===== src/rtl/spi_reg_bank.sv =====
// spi_reg_bank: SPI mode-0 slave feeding the five pwm_peripheral control registers; SPI_READBACK_EN adds read frames on cipo.
// Latency: a valid write frame lands SYNC_STAGES+2 clk after the ncs pin rises.
// Backpressure: none; any frame with >= 2 synced clk of ncs-high gap is taken.
module spi_reg_bank #(
  parameter int         SYNC_STAGES = 2,
  parameter logic [6:0] MAX_ADDR    = 7'h04
) (
  input  logic       clk,
  input  logic       rst,
  input  logic       ncs,
  input  logic       sclk,
  input  logic       copi,
  output logic       cipo,
  output logic [7:0] en_reg_out_7_0,
  output logic [7:0] en_reg_out_15_8,
  output logic [7:0] en_reg_pwm_7_0,
  output logic [7:0] en_reg_pwm_15_8,
  output logic [7:0] pwm_duty_cycle
);

  typedef enum logic [1:0] {
    ST_IDLE   = 2'd0,
    ST_SHIFT  = 2'd1,
    ST_COMMIT = 2'd2
  } state_t;

  state_t                 state_q, state_d;
  logic [SYNC_STAGES-1:0] ncs_sync_q, ncs_sync_d;
  logic [SYNC_STAGES-1:0] sclk_sync_q, sclk_sync_d;
  logic [SYNC_STAGES-1:0] copi_sync_q, copi_sync_d;
  logic                   ncs_hist_q, ncs_hist_d;
  logic                   sclk_hist_q, sclk_hist_d;
  logic [15:0]            shift_q, shift_d;
  logic [4:0]             cnt_q, cnt_d;
  logic [7:0]             regs_q [5];
  logic [7:0]             regs_d [5];

  logic ncs_s, sclk_s, copi_s;
  logic ncs_fall, ncs_rise, sclk_rise;
  logic write_ok;

  // The ncs chain resets high so a deasserted bus never looks like a frame start.
  always_comb begin
    ncs_sync_d  = {ncs_sync_q[SYNC_STAGES-2:0], ncs};
    sclk_sync_d = {sclk_sync_q[SYNC_STAGES-2:0], sclk};
    copi_sync_d = {copi_sync_q[SYNC_STAGES-2:0], copi};
    ncs_s       = ncs_sync_q[SYNC_STAGES-1];
    sclk_s      = sclk_sync_q[SYNC_STAGES-1];
    copi_s      = copi_sync_q[SYNC_STAGES-1];
    ncs_hist_d  = ncs_s;
    sclk_hist_d = sclk_s;
    ncs_fall    = ncs_hist_q & ~ncs_s;
    ncs_rise    = ~ncs_hist_q & ncs_s;
    sclk_rise   = ~sclk_hist_q & sclk_s;
  end

  assign write_ok = (cnt_q == 5'd16) && shift_q[15] && (shift_q[14:8] <= MAX_ADDR);

  always_comb begin
    state_d = state_q;
    shift_d = shift_q;
    cnt_d   = cnt_q;
    for (int i = 0; i < 5; i++) regs_d[i] = regs_q[i];
    unique case (state_q)
      ST_IDLE: begin
        if (ncs_fall) begin
          state_d = ST_SHIFT;
          shift_d = '0;
          cnt_d   = '0;
        end
      end
      ST_SHIFT: begin
        if (ncs_rise) begin
          state_d = ST_COMMIT;
        end else if (sclk_rise) begin
          shift_d = {shift_q[14:0], copi_s};
          if (cnt_q != 5'd17) cnt_d = cnt_q + 5'd1;
        end
      end
      ST_COMMIT: begin
        state_d = ST_IDLE;
        // Addresses above 0x04 but within MAX_ADDR match no entry and write nothing.
        if (write_ok) begin
          for (int i = 0; i < 5; i++) begin
            if (shift_q[14:8] == 7'(i)) regs_d[i] = shift_q[7:0];
          end
        end
      end
      default: state_d = ST_IDLE;
    endcase
  end

  always_ff @(posedge clk or posedge rst) begin
    if (rst) begin
      state_q     <= ST_IDLE;
      ncs_sync_q  <= {SYNC_STAGES{1'b1}};
      sclk_sync_q <= '0;
      copi_sync_q <= '0;
      ncs_hist_q  <= 1'b1;
      sclk_hist_q <= 1'b0;
      shift_q     <= '0;
      cnt_q       <= '0;
      for (int i = 0; i < 5; i++) regs_q[i] <= 8'h00;
    end else begin
      state_q     <= state_d;
      ncs_sync_q  <= ncs_sync_d;
      sclk_sync_q <= sclk_sync_d;
      copi_sync_q <= copi_sync_d;
      ncs_hist_q  <= ncs_hist_d;
      sclk_hist_q <= sclk_hist_d;
      shift_q     <= shift_d;
      cnt_q       <= cnt_d;
      for (int i = 0; i < 5; i++) regs_q[i] <= regs_d[i];
    end
  end

  assign en_reg_out_7_0  = regs_q[0];
  assign en_reg_out_15_8 = regs_q[1];
  assign en_reg_pwm_7_0  = regs_q[2];
  assign en_reg_pwm_15_8 = regs_q[3];
  assign pwm_duty_cycle  = regs_q[4];

`ifdef SPI_READBACK_EN
  logic [7:0] tx_q, tx_d;
  logic [7:0] rd_dat;
  logic       sclk_fall;

  assign sclk_fall = sclk_hist_q & ~sclk_s;

  // Load on the 8th rise; shifting starts on the fall after the 9th rise so the
  // master samples data bit 7 on rise 9 through bit 0 on rise 16.
  always_comb begin
    rd_dat = 8'h00;
    for (int i = 0; i < 5; i++) begin
      if ((shift_d[6:0] == 7'(i)) && (7'(i) <= MAX_ADDR)) rd_dat = regs_q[i];
    end
    tx_d = tx_q;
    if (state_q != ST_SHIFT) begin
      tx_d = 8'h00;
    end else if (sclk_rise && !ncs_rise && (cnt_q == 5'd7)) begin
      tx_d = shift_d[7] ? 8'h00 : rd_dat;
    end else if (sclk_fall && (cnt_q >= 5'd9)) begin
      tx_d = {tx_q[6:0], 1'b0};
    end
  end

  always_ff @(posedge clk or posedge rst) begin
    if (rst) tx_q <= 8'h00;
    else     tx_q <= tx_d;
  end

  assign cipo = (state_q == ST_SHIFT) & tx_q[7];
`else
  assign cipo = 1'b0;
`endif

endmodule


===== config.mk =====
export PLATFORM = sky130hd
export DESIGN_NAME = spi_reg_bank
export DESIGN_NICKNAME = d
export VERILOG_FILES = /design/src/rtl/spi_reg_bank.sv
export SDC_FILE = /design/constraint.sdc
export NUM_CORES = 1
export LEC_CHECK = 0
export CAP_MARGIN = 25
export CELL_PAD_IN_SITES_DETAIL_PLACEMENT = 0
export CELL_PAD_IN_SITES_GLOBAL_PLACEMENT = 1
export CORE_ASPECT_RATIO = 1.1
export CORE_UTILIZATION = 43
export DETAILED_ROUTE_END_ITERATION = 8
export PLACE_DENSITY = 0.78
export SETUP_SLACK_MARGIN = 0.15
export SYNTH_ARGS = -nofsm -noshare
export SYNTH_HDL_FRONTEND = slang
export SYNTH_SLANG_ARGS = --single-unit

===== constraint.sdc =====
create_clock -name clk -period 2.5 [get_ports clk]
set_input_delay 0.25 -clock clk [delete_from_list [all_inputs] [get_ports clk]]
set_output_delay 0.25 -clock clk [all_outputs]
set_load 0.03 [all_outputs]

==> results of run 1 <==
==> final cells by class <==
type / instances / area (sq um)
clock buffer: 10 / 128
sequential: 71 / 1780
clock inverter: 6 / 70.1
inverter: 4 / 15.0
timing repair buffer: 53 / 520
fill: 516 / 2650
multi-input combinational: 135 / 1040
tap: 80 / 100
==> critical path, cell delays in order, from the launching register on <==
cell and delay (ps):
dfrtp_1 410, buf_4 180, nor4b_1 690, a31oi_2 310
or3_1 440, a21oi_1 140
==> routing by layer <==
layer | routed length, um | GRT usage [%]
met1 | 2620 | 23.8
met2 | 2600 | 26.3
met3 | 152 | 2.81
met4 | 99 | 8.77
met5 | 0 | 0
==> worst max-delay path by stage <==
| stage | from | end | slack (ps) | cells after the start |
|---|---|---|---|---|
| 2_1_floorplan | cnt_q[0] | pwm_duty_cycle[0] | 380 | 7 |
| 3_3_place_gp | cnt_q[0] | pwm_duty_cycle[3] | 180 | 6 |
| 3_5_place_dp | cnt_q[0] | pwm_duty_cycle[7] | 110 | 6 |
| 4_1_cts | cnt_q[0] | pwm_duty_cycle[0] | 260 | 6 |
| 5_1_grt | state_q[0] | cnt_q[3] | 170 | 5 |
| 6_report | state_q[0] | cnt_q[3] | 270 | 5 |
==> power by group through the flow <==
stage / sequential [uW] / clock [uW] / combinational, uW
finish: 1230 / 899 / 196
floorplan: 1240 / 0 / 145
global route: 1240 / 973 / 226
detailed placement: 1250 / 0 / 201
CTS: 1230 / 922 / 202
global placement: 1250 / 0 / 190
==> flip-flops by register name (all words and copies together), names as in the netlist, 5 cells and up <==
signal / flops
shift_q: 16
en_reg_pwm_7_0: 8
pwm_duty_cycle: 8
en_reg_pwm_15_8: 8
en_reg_out_7_0: 8
en_reg_out_15_8: 8
cnt_q: 5
==> cells in the final DEF (no fill, tap or decap), types with 2 or more instances in the layout <==
cell              n
dfrtp_1          68
mux2_2           32
ha_1              3
mux2_4            8
a21oi_1           3
or3_1             2
nand2_1          36
inv_1             3
nand3_1           6
o21ai_0          21
nand4_1           2
dfstp_2           3
nor2b_1           4
clkinvlp_4        3
clkdlybuf4s50_1  44
buf_4             8
mux2i_1           2
and4b_1           2
clkbuf_8          9
==> stage by stage <==
step,total power (uW),setup WS (ps),std cells
detailed placement,1450,111,343
global route,2440,171,359
floorplan,1380,382,219
global placement,1440,178,343
finish,2330,268,359
CTS,2350,263,359
==> cell families (layout without fill, tap and decap cells) <==
| family | after synthesis | in the layout | synth area share [%] |
|---|---|---|---|
| muxes | 42 | 42 | 17.4 |
| adders and majority gates | 3 | 3 | 1.31 |
| other | 1 | 1 | 0.130 |
| buffers and inverters | 13 | 73 | 2.22 |
| DFF | 71 | 71 | 62.0 |
| AOI/OAI and AO/OA | 26 | 26 | 4.70 |
| and+or+nand+nor | 63 | 63 | 12.3 |
==> timing repair <==
item	4_1_cts	5_1_grt
pin swaps	0	1
resized for setup	1	0
setup endpoints to repair	8	2
hold buffers	0	0
==> results.cfg, run 1 <==
[route]
ant_nets = 0
avgRoutedWirePerCell_um = 15.3
drt_iter0_markers = 81
vias = 1857
route.detailed.drc = 0
vias_per_cell = 5.17
dr.pass1.iters = 5
wl_um = 5480

[synth]
syn_area_sq_um = 2870
yosys_warnings = 0
async_reset_ff_share_pct = 100
syn-num-nets = 227
synth_flop_cell = dfrtp_1
synthTopCellsByCount = dfrtp_1, nand2_1, mux2_2
synth.most_common_cell = dfrtp_1
synth_cell_types = 32
seq_area_frac_synth_pct = 62.0
synth_top_cell_area_share_pct = 59.2
synthCells = 219
ys_ff_latch = 71
yosys-top-cells-area = dfrtp_1, mux2_2, nand2_1
yosys.area.top_type = dfrtp_1
synth_edf_count = 0
syn_area_per_cell_sq_um = 13.1

[status]
status = finished, final reports clean

[clock_tree]
cts_buffer_depth = 2
cts_root_buffer = clkbuf_8
clock_latency_ps = 340
cts_setup_buffers = 0
cts_sinks = 71
htree_levels = 3
cts_tree = built
clkTransAtPathRegs_ps = 80
numCtsBuffers = 9

[power]
p_sw_share_pct = 25.7
power_frac_comb_pct = 8.4
p_int_uw = 1730
ir_worst_vdd_uv = 344
powerDensity_nw_per_um2 = 636
pwr-share-seq_pct = 52.9
leakagePower_uw = 0.00169
p_sw_uw = 597
clockPowerShare_pct = 38.7

[floorplanning]
rows = 30
start_util_pct = 45.6
die_w_um = 80.0
die_area_sq_um = 7020
ioPinCount = 46
die_h_um = 87.7
coreArea_sq_um = 6310

[hold_path]
min_path_type = input pin to asynchronous set/reset pin

[place]
portBuffers = 44
routabilityCongestion = 0.724
dp_hpwl_um = 3850
dpl_cell_area_sq_um = 3450

[timing]
fmax_mhz = 448
layout_min_cycle_time_ps = 2230
finalClockSkew_ps = 9.97
setup_viol = 0
tightest_slew_ps = 777
hold_violations = 0
holdWs_ps = 198
rsz0062_at_grt = false
maxSlewViolCount = 0
period_share_pct = 89.3
timing.slew.headroom_pct = 47.5
fin_tns_setup_ps = 0

[setup_path]
rr_worst_depth = 5
cp_max_fo = 16
critPathKind = register to register
r2r_slack_ps = 270
worstPathArrival_ps = 2500
cp.required_ps = 2770
cp-start-kind = register
rr_startpoint = state_q[0]
end_kind = register
worstReg2RegEnd = cnt_q[3]

[global_route]
grt_pass1_wl_um = 8870
antenna_found_initial = 0
overflow = 0
grt_max_degree = 30
grt_pass1_vias = 1718
grtUsageTotal_pct = 17.2

[final_layout]
areaGrowthSynthToFinish_pct = 27.1
diodes = 0
fin_util_pct = 57.9
nets = 282
postLayoutCellArea_sq_um = 3650
drive_above_1_share_pct = 26.2

[job]
cap_violations = 0
Power figures use the tool's default switching activity.
==> run 2: changes to the inputs <==
--- a/config.mk
+++ b/config.mk
@@ -11,6 +11,7 @@
 export CORE_ASPECT_RATIO = 1.1
 export CORE_UTILIZATION = 43
 export DETAILED_ROUTE_END_ITERATION = 8
+export GPL_TIMING_DRIVEN = 0
 export PLACE_DENSITY = 0.78
 export SETUP_SLACK_MARGIN = 0.15
 export SYNTH_ARGS = -nofsm -noshare
==> results.cfg, run 2 (synthesized netlist as in run 1, its figures left out) <==
[route]
route.detailed.drc = 0
drt_iter0_markers = 64
vias_per_cell = 5.10
dr.pass1.iters = 4
avgRoutedWirePerCell_um = 15.2
vias = 1841
wl_um = 5490
ant_nets = 0

[floorplanning]
die_w_um = 80.0
ioPinCount = 46
coreArea_sq_um = 6310
rows = 30
die_h_um = 87.7
start_util_pct = 45.6
die_area_sq_um = 7020

[global_route]
overflow = 0
grt_pass1_wl_um = 9080
grtUsageTotal_pct = 17.9
antenna_found_initial = 0
grt_max_degree = 72
grt_pass1_vias = 1760

[setup_path]
crit_buf_inv = 2
end_kind = register
crit_family = simple AND/OR/NAND/NOR gates
max_stage_delay_ps = 540
worstPathArrival_ps = 2450
cp-start-kind = register
crit_path_cell_trace = inv_1 -> ha_1 -> nor4b_4 -> nand3_2 -> or4b_1 -> buf_6 -> mux2_4
cp_max_fo = 8
slowest_stage = or4b_1
crit_cells = 7
cp.required_ps = 2730
rr_worst_depth = 7
critPathKind = register to register

[hold_path]
whs_path_depth = 1
min_path_type = input pin to register

[timing]
finalClockSkew_ps = 10.2
maxSlewViolCount = 0
period_share_pct = 88.8
timing.slew.headroom_pct = 43.2
fmax_mhz = 451
tightest_slew_ps = 852
setup_viol = 0
layout_min_cycle_time_ps = 2220
rsz0062_at_grt = false
hold_violations = 0

[clock_tree]
cts_buffer_depth = 2
cts_tree = built
numCtsBuffers = 9
clkTransAtPathRegs_ps = 70
cts_root_buffer = clkbuf_8
htree_levels = 3
clock_latency_ps = 340
cts_sinks = 71

[final_layout]
diodes = 0
max_flop_register = shift_q
largest_reg_flops = 16
final_common_cell = dfrtp_1
fin_util_pct = 57.7
areaGrowthSynthToFinish_pct = 26.6
nets = 284
fill_cells = 536
drive_above_1_share_pct = 23.8
final_cell_mix = dfrtp_1, clkdlybuf4s50_1, nand2_1

[place]
dp_hpwl_um = 3620
portBuffers = 44
routabilityCongestion = 0.763

[power]
leakagePower_uw = 0.00168
ir_worst_vdd_uv = 297
powerDensity_nw_per_um2 = 643
total_power_uw = 2340

[job]
cap_violations = 0

[status]
status = finished, final reports clean
run 2: cell types whose count changed in the layout (fill, tap and decap cells not counted), moves of 2 or more:
| cell | change |
|---|---|
| buf_4 | -5 |
| clkbuf_1 | +8 |
| clkinvlp_4 | -2 |
| buf_6 | +2 |
run 2: path summary, 6_finish.rpt:
path	start	end	slack [ps]
setup / recovery	cnt_q[1]	pwm_duty_cycle[6]	280
hold / removal	ncs	ncs_sync_q[0]	310
setup reg to reg	cnt_q[1]	pwm_duty_cycle[6]	280
hold reg to reg	copi_sync_q[0]	copi_sync_q[1]	350
max in group asynchronous	rst	shift_q[10]	1510
min in group asynchronous	rst	shift_q[13]	430
run 2: per-layer routing:
metal  vias to the layer above  wire [um]  track usage (%)
met4                         0        122             9.74
met1                       922       2590             24.9
li1                        873          -                -
met3                         9        175             4.48
met2                        37       2610             25.8
met5                         -          0                0
run 2: repair_timing:
item	in CTS	in global routing
gates resized for setup	0	3
hold buffers	0	0
endpoints found under the setup margin	0	32
setup buffers	0	2
run 2: power by group:
group | total, uW | internal, uW | switching [uW]
combinational | 220 | 89.1 | 131
clock | 893 | 488 | 406
sequential | 1220 | 1190 | 37.5
run 2: per-stage QoR:
| step | std cells | setup TNS [ps] | area, sq um | setup WS, ps | hold slack [ps] |
|---|---|---|---|---|---|
| 6_report | 361 | 0 | 3640 | 281 | 314 |
| 5_1_grt | 361 | 0 | 3640 | 158 | 303 |
| 4_1_cts | 359 | 0 | 3610 | 205 | 293 |
| 3_5_place_dp | 343 | 0 | 3420 | 226 | 336 |
| 3_3_place_gp | 343 | -51960 | 3410 | -764 | 333 |
| 2_1_floorplan | 219 | 0 | 2870 | 382 | 254 |
run 2: layout make-up:
| type | instances | area [sq um] | area share (%) |
|---|---|---|---|
| Clock buffer | 13 | 149 | 4.09 |
| Clock inverter | 3 | 42.5 | 1.17 |
| Sequential cell | 71 | 1780 | 48.9 |
| Multi-Input combinational cell | 135 | 1040 | 28.6 |
| Timing Repair Buffer | 46 | 455 | 12.5 |
| Buffer | 9 | 52.6 | 1.44 |
| Tap cell | 80 | 100 | 2.75 |
| Inverter | 4 | 17.5 | 0.481 |
run 2: worst reg2reg max path: stages (launching register included):
cell	delay (ps)
dfrtp_1	400
inv_1	110
ha_1	160
nor4b_4	280
nand3_2	150
or4b_1	540
buf_6	180
mux2_4	300
